## config.mk

```make
export PLATFORM = sky130hd
export DESIGN_NAME = obi_match_engine
export DESIGN_NICKNAME = d
export VERILOG_FILES = /design/src/rtl/obi_match_engine.sv
export SDC_FILE = /design/constraint.sdc
export NUM_CORES = 1
export LEC_CHECK = 0
export BUFFER_PORTS_ARGS = -buffer_cell sky130_fd_sc_hd__buf_2
export CAP_MARGIN = 20
export CORE_MARGIN = 2
export CORE_UTILIZATION = 30
export DETAILED_ROUTE_END_ITERATION = 12
export GPL_TIMING_DRIVEN = 0
export PLACE_DENSITY = 0.65
export REMOVE_ABC_BUFFERS = 1
export SETUP_SLACK_MARGIN = 0.05
export SLEW_MARGIN = 15
export SYNTH_ARGS = -nofsm -noshare
export SYNTH_HDL_FRONTEND = slang
export SYNTH_SLANG_ARGS = --single-unit
```

## constraint.sdc

```tcl
create_clock -name clk_i -period 4.1 [get_ports clk_i]
set_clock_uncertainty 0.1 [all_clocks]
set_input_delay 0.82 -clock clk_i [delete_from_list [all_inputs] [get_ports clk_i]]
set_output_delay 0.82 -clock clk_i [all_outputs]
set_load 0.03 [all_outputs]
```

## src/rtl/obi_match_engine.sv

```systemverilog
// obi_match_engine: linear key search over a word buffer in memory.
// A run starts on a rising edge of the MMIO start level. The engine then
// reads NumWords words through a single-outstanding OBI read port and
// stops at the first word equal to the key. It reports done/match/index
// back to the MMIO block.
module obi_match_engine #(
  parameter int unsigned          DataWidth = 32,
  parameter int unsigned          AddrWidth = 32,
  parameter logic [AddrWidth-1:0] BaseAddr  = '0,
  parameter int unsigned          NumWords  = 16,
  parameter int unsigned          IdxWidth  = $clog2(NumWords) + 1
) (
  input  logic                   clk_i,
  input  logic                   rst_ni,
  input  logic                   start_i,
  input  logic [DataWidth-1:0]   key_i,
  output logic                   done_o,
  output logic                   match_o,
  output logic [IdxWidth-1:0]    match_idx_o,
  output logic                   busy_o,
  output logic                   mem_req_o,
  output logic [AddrWidth-1:0]   mem_addr_o,
  output logic                   mem_we_o,
  output logic [DataWidth/8-1:0] mem_be_o,
  input  logic                   mem_gnt_i,
  input  logic                   mem_rvalid_i,
  input  logic [DataWidth-1:0]   mem_rdata_i
);

  typedef enum logic [1:0] {IDLE, REQ, WAIT, DONE} state_e;

  localparam logic [IdxWidth-1:0] LastIdx = IdxWidth'(NumWords - 1);
  localparam logic [IdxWidth-1:0] MissIdx = IdxWidth'(NumWords);

  state_e               state_q;
  logic                 start_q;
  logic                 armed_q;
  logic                 start_edge;
  logic [IdxWidth-1:0]  cnt_q;
  logic [DataWidth-1:0] key_q;

  // Read-only port: write enable low, all byte lanes enabled.
  assign mem_we_o = 1'b0;
  assign mem_be_o = '1;

  // armed_q masks the first cycle after reset. If start is still high
  // when reset releases, start_q picks the level up without a launch.
  assign start_edge = start_i & ~start_q & armed_q;

  // Start level history for edge detection.
  always_ff @(posedge clk_i or negedge rst_ni) begin
    if (!rst_ni) begin
      start_q <= 1'b0;
      armed_q <= 1'b0;
    end else begin
      start_q <= start_i;
      armed_q <= 1'b1;
    end
  end

  // Search FSM. Every output is registered here. An rvalid is only
  // consumed in WAIT, so a late response after a reset is harmless.
  always_ff @(posedge clk_i or negedge rst_ni) begin
    if (!rst_ni) begin
      state_q     <= IDLE;
      cnt_q       <= '0;
      key_q       <= '0;
      done_o      <= 1'b0;
      match_o     <= 1'b0;
      match_idx_o <= '0;
      busy_o      <= 1'b0;
      mem_req_o   <= 1'b0;
      mem_addr_o  <= '0;
    end else begin
      case (state_q)
        IDLE, DONE: begin
          if (start_edge) begin
            key_q       <= key_i;
            cnt_q       <= '0;
            done_o      <= 1'b0;
            match_o     <= 1'b0;
            match_idx_o <= '0;
            busy_o      <= 1'b1;
            mem_req_o   <= 1'b1;
            mem_addr_o  <= BaseAddr;
            state_q     <= REQ;
          end
        end
        REQ: begin
          // req/addr stay put until granted
          if (mem_gnt_i) begin
            mem_req_o <= 1'b0;
            state_q   <= WAIT;
          end
        end
        WAIT: begin
          if (mem_rvalid_i) begin
            if (mem_rdata_i == key_q) begin
              match_o     <= 1'b1;
              match_idx_o <= cnt_q;
              done_o      <= 1'b1;
              busy_o      <= 1'b0;
              state_q     <= DONE;
            end else if (cnt_q == LastIdx) begin
              match_o     <= 1'b0;
              match_idx_o <= MissIdx;
              done_o      <= 1'b1;
              busy_o      <= 1'b0;
              state_q     <= DONE;
            end else begin
              // byte address of the next word; wraps modulo 2^AddrWidth
              cnt_q      <= cnt_q + 1'b1;
              mem_addr_o <= BaseAddr + (AddrWidth'(cnt_q + 1'b1) << 2);
              mem_req_o  <= 1'b1;
              state_q    <= REQ;
            end
          end
        end
        default: state_q <= IDLE;
      endcase
    end
  end

endmodule

```

==> impl_metrics.json, run 1 <==
{
  "gp_congestion": 0.802,
  "cp_max_fo": 14,
  "synth_area_leaders": "dfrtp_1 46%, mux2_2 13%, xor2_1 10%, buf_4 8.7%, a22o_1 2.9%",
  "antenna_found_initial": 1,
  "tightestPinTransition_ns": 0.690,
  "fmaxAchievable_mhz": 366,
  "p_int_mw": 1.11,
  "ys.flop_type": "dfrtp_1",
  "drtIter0Drc": 31,
  "ff_latch_area_um2": 1280,
  "ctsResizeCount": 0,
  "ys.warnings.count": 0,
  "ys_ff_latch": 51,
  "holdWs_ns": 0.407,
  "cts-root-buf": "clkbuf_8",
  "rrSetupSlack_ns": 1.59,
  "cts_tree": "yes",
  "overflow": 0,
  "pwr-share-clk_pct": 15.2,
  "num_antenna_cells": 0,
  "drive_gt1_share_pct": 39.8,
  "hp-class": "input pin to asynchronous set/reset pin",
  "p_comb_share_pct": 37.9,
  "crit_arrival_ns": 2.81,
  "dp_hpwl_um": 4410,
  "design.core.area_um2": 8810,
  "ctsHtreeMaxLevel": 2,
  "avgRoutedWirePerCell_um": 12.6,
  "dieArea_um2": 9980,
  "critPathLaunchType": "input pin",
  "yosys.area.top_type": "dfrtp_1",
  "dieHeight_um": 99.9,
  "nets": 398,
  "status": "finished, final reports clean",
  "crit_path_end_kind": "register",
  "routed_wirelength_um": 5460,
  "switchingPower_mw": 0.600,
  "synth_cells": 239,
  "syn_to_final_growth_pct": 18.6,
  "first_pass_iters": 4,
  "synth_cell_types": 36,
  "finalSetupTns_ns": 0,
  "grt_max_degree": 30,
  "rsz0062_at_grt": "no",
  "maxCapViolations": 0,
  "drc": 0,
  "worstPathRequired_ns": 4.18,
  "synth-async-reset-ratio_pct": 100,
  "path_class": "input pin to register",
  "synth_edf_count": 0,
  "clock_sinks": 51,
  "die_x_um": 99.9,
  "dp_slack_ns": 0.970,
  "synth.most_common_cell": "dfrtp_1",
  "worst_slack_ns": 1.37,
  "power.density_nw_per_um2": 522,
  "clk_path_buf_depth": 2,
  "worst_ir_drop_vdd_mv": 0.259,
  "row_count": 34,
  "ios": 115,
  "cts_buffers": 5,
  "syn_area_um2": 2760,
  "first_global_vias": 1960,
  "yosysTopAreaCellShare_pct": 46.3,
  "grt_util_all_layers_pct": 11.0,
  "leakage_nw": 1.64,
  "clk_pin_slew_worst_paths_ns": 0.09,
  "multiInputGateArea_um2": 1300,
  "swShare_pct": 35.1,
  "fillers": 889,
  "clk_latency_ns": 0.29,
  "yosys-top-cells-count": "51 x dfrtp_1, 33 x mux2_2, 32 x buf_4, 32 x xor2_1, 17 x nand2_1",
  "start_util_pct": 31.3,
  "cts_hold_buf": 0,
  "period_needed_ns": 2.73,
  "p_total_mw": 1.71,
  "drtAntennaViolNets": 0,
  "slew_viol_final": 0,
  "setup_violations": 0,
  "post_cts_buffers": 0,
  "io_buffer_count": 83,
  "vias_per_cell": 4.47,
  "vias": 1933,
  "finalHoldViolCount": 0,
  "seq_power_share_pct": 46.8,
  "seq_area_frac_synth_pct": 46.3,
  "syn-mean-instance-area_um2": 11.5,
  "grt_pass1_wl_um": 8870,
  "period_share_pct": 66.6,
  "max_slew_margin_pct": 53.9
}
-- power groups by stage --
stage	sequential [mW]	clock [mW]	combinational [mW]
finish	0.800	0.261	0.649
detailed placement	0.814	0	0.658
global placement	0.805	0	0.643
CTS	0.802	0.283	0.660
floorplan	0.806	0	0.486
global route	0.827	0.301	0.730
-- metal layers --
layer,vias up,global-route usage (%),wire [µm]
met5,-,0,13
met4,2,2.21,28
met1,911,13.3,2360
met2,83,19.4,2610
met3,6,3.55,454
li1,931,-,-
-- cell families (layout without fill, tap and decap cells) --
kind of cell    Yosys count  in the layout  share of synthesized area (%)
xor+xnor                 32             32                           10.2
compound gates           26             26                           7.98
buf+inv                  44             99                           10.7
fa+ha+maj                 4              4                           1.81
simple gates             43             43                           7.94
other cells               2             32                          0.272
mux                      37             37                           14.9
flops                    51             51                           46.3
-- area by class of cell --
| type | instances | area share (%) |
|---|---|---|
| Multi-Input combinational cell | 174 | 39.8 |
| Timing Repair Buffer | 86 | 14.1 |
| Tap cell | 108 | 4.13 |
| Clock buffer | 6 | 2.22 |
| Inverter | 7 | 0.803 |
| Sequential cell | 51 | 39.0 |
-- flip-flops by register name (all words and copies together) (netlist names) --
signal and cells:
busy_o 1, mem_req_o 1, match_idx_o 5, state_q 2
cnt_q 4, key_q 32, start_q 1, armed_q 1
done_o 1, mem_addr_o 2, match_o 1
-- metrics by stage --
step	cells	util, %	area, µm²
after floorplan	232	-	2600
after global placement	423	35.8	3150
after detailed placement	426	36.3	3200
after CTS	432	37.2	3270
after global routing	432	37.2	3270
final	432	37.2	3270
-- worst paths after layout --
kind                                      from         end  cells past startpoint
worst max register to register        key_q[7]    cnt_q[3]                      6
min in group clk_i                      done_o      done_o                      1
worst min register to register          done_o      done_o                      1
worst min-delay path                    rst_ni  state_q[0]                      1
worst max-delay path            mem_rdata_i[7]    cnt_q[3]                      7
max in group asynchronous               rst_ni    key_q[7]                      2
-- worst max-delay path, cell delays in order --
cell and delay, ns:
buf_2 0.10, xor2_1 0.13, nor4_1 0.37, nand4_1 0.21, nor2_2 0.58, nor3_1 0.26
a221o_1 0.34
-- layout by cell type (no fill, tap or decap), types with 4 or more instances in the layout --
master    Yosys  layout
buf_2         1      83
nand2_1      17      17
conb_1        2      32
mux2_2       33      33
ha_1          4       4
a22o_1        9       9
nor4_1       10      10
inv_1         7       7
xor2_1       32      32
dfrtp_1      51      51
clkbuf_8      0       5
mux2i_1       4       4
No activity file was read; power rests on OpenSTA's default activity.
==> run 2, diff against run 1 <==
==> constraint.sdc (replaced) <==
create_clock -name clk_i -period 2.8 [get_ports clk_i]
set_clock_uncertainty 0.1 [all_clocks]
set_input_delay 0.56 -clock clk_i [delete_from_list [all_inputs] [get_ports clk_i]]
set_output_delay 0.56 -clock clk_i [all_outputs]
set_load 0.03 [all_outputs]
==> run 2 against run 1 <==
Clock power increased by 46%. Count of clock-buffer cells in the layout unchanged. Power increased by 46%. Global-route usage unchanged. Utilization increased by 0.057 points. Hold slack got worse by 0.26 ns. Register-to-register slack got worse by 1.1 ns. Sequential power increased by 46%. Critical path type is now register to register. Largest power group unchanged. Highest routed layer unchanged.
==> impl_metrics.json, run 2 (synthesized netlist as in run 1, its figures left out) <==
{
  "status": "finished, final reports clean",
  "overflow": 0,
  "crit_arrival_ns": 2.42,
  "row_count": 34,
  "final_common_cell": "buf_2",
  "period_share_pct": 83.5,
  "critPathLaunchType": "register",
  "finalSetupTns_ns": 0,
  "finalHoldViolCount": 0,
  "die_x_um": 99.9,
  "clk_pin_slew_worst_paths_ns": 0.09,
  "largest_register_ff_count": 32,
  "cp_max_fo": 14,
  "drtIter0Drc": 31,
  "final_cells": 432,
  "start_util_pct": 31.3,
  "ios": 115,
  "syn_to_final_growth_pct": 18.8,
  "largest_registers": "key_q (32), match_idx_o (5), cnt_q (4)",
  "ctsHtreeMaxLevel": 2,
  "holdWs_ns": 0.148,
  "clk_latency_ns": 0.29,
  "grt_util_all_layers_pct": 11.0,
  "grt_max_degree": 30,
  "first_global_vias": 1960,
  "crit_path_end_kind": "register",
  "worst_ir_drop_vdd_mv": 0.379,
  "max_slew_margin_pct": 57.9,
  "dieHeight_um": 99.9,
  "post_cts_buffers": 0,
  "grt_pass1_wl_um": 8870,
  "cts_buffers": 5,
  "slew_viol_final": 0,
  "dp_hpwl_um": 4410,
  "hp-class": "input pin to asynchronous set/reset pin",
  "maxCapViolations": 0,
  "period_needed_ns": 2.34,
  "fmaxAchievable_mhz": 428,
  "gp_congestion": 0.802,
  "clk_path_buf_depth": 2,
  "dpl_cell_area_um2": 3200,
  "worstPathRequired_ns": 2.88,
  "nets": 398,
  "drtAntennaViolNets": 0,
  "largest_register": "key_q",
  "placed_cells": 426,
  "power.density_nw_per_um2": 764,
  "clock_sinks": 51,
  "antenna_found_initial": 1,
  "leakage_nw": 1.64,
  "avgRoutedWirePerCell_um": 12.6,
  "drc": 0,
  "path_class": "register to register",
  "cts-root-buf": "clkbuf_8",
  "cts_tree": "yes",
  "dieArea_um2": 9980,
  "layout_common_cells": "83 x buf_2, 51 x dfrtp_1, 33 x mux2_2, 32 x xor2_1, 32 x conb_1",
  "num_antenna_cells": 0,
  "rsz0062_at_grt": "no",
  "setup_violations": 0,
  "routed_wirelength_um": 5460,
  "vias_per_cell": 4.47,
  "drive_gt1_share_pct": 39.8,
  "design.core.area_um2": 8810,
  "fin_area_um2": 3280,
  "tightestPinTransition_ns": 0.627,
  "io_buffer_count": 83,
  "vias": 1933,
  "fin_util_pct": 37.2,
  "first_pass_iters": 4
}
[run 2: cell counts in the layout (fill, tap and decap cells not counted)]
Identical to the previous run, type by type.
[run 2: cell type report]
class | instances | area, µm²
Clock buffer | 6 | 72.6
Fill cell | 888 | 5530
Inverter | 7 | 26.3
Timing Repair Buffer | 86 | 462
Tap cell | 108 | 135
Sequential cell | 51 | 1280
Multi-Input combinational cell | 174 | 1310
[run 2: path summary, 6_finish.rpt]
check	start	endpoint	slack [ns]	cells past startpoint
worst max-delay path	state_q[0]	cnt_q[3]	0.46	7
worst min-delay path	rst_ni	state_q[0]	0.15	1
worst max register to register	state_q[0]	cnt_q[3]	0.46	7
worst min register to register	done_o	done_o	0.41	1
max in group asynchronous	rst_ni	key_q[7]	1.91	2
min in group clk_i	start_i	start_q	0.30	1
[run 2: through the flow]
stage | setup slack, ns | total power, mW
after global placement | -0.514 | 2.12
after global routing | 0.233 | 2.72
after floorplan | 0.234 | 1.89
after CTS | 0.205 | 2.56
final | 0.462 | 2.50
after detailed placement | -0.0702 | 2.15
[run 2: critical path, cell delays in order, from the launching register on]
cell and delay [ns]:
dfrtp_1 0.38, inv_1 0.05, ha_1 0.36, nor2b_1 0.24, a21oi_4 0.18, o21ai_2 0.15, o31a_1 0.40, a221o_1 0.36
[run 2: where the power goes]
group | switching [mW] | leakage, nW | internal (mW)
Combinational | 0.491 | 0.965 | 0.460
Clock | 0.215 | 0.0371 | 0.167
Sequential | 0.173 | 0.634 | 0.999
Total | 0.879 | 1.64 | 1.63
[run 2: what timing repair did]
action	CTS	global route
endpoints found under the setup margin	0	3
gates resized for setup	0	1
endpoints found under the hold margin	0	0
hold buffers	0	0
[run 2: routing by layer]
metal  track usage [%]  wire length (µm)
met1              13.3              2360
met2              19.4              2610
met3              3.55               454
met4              2.21                28
met5                 0                13
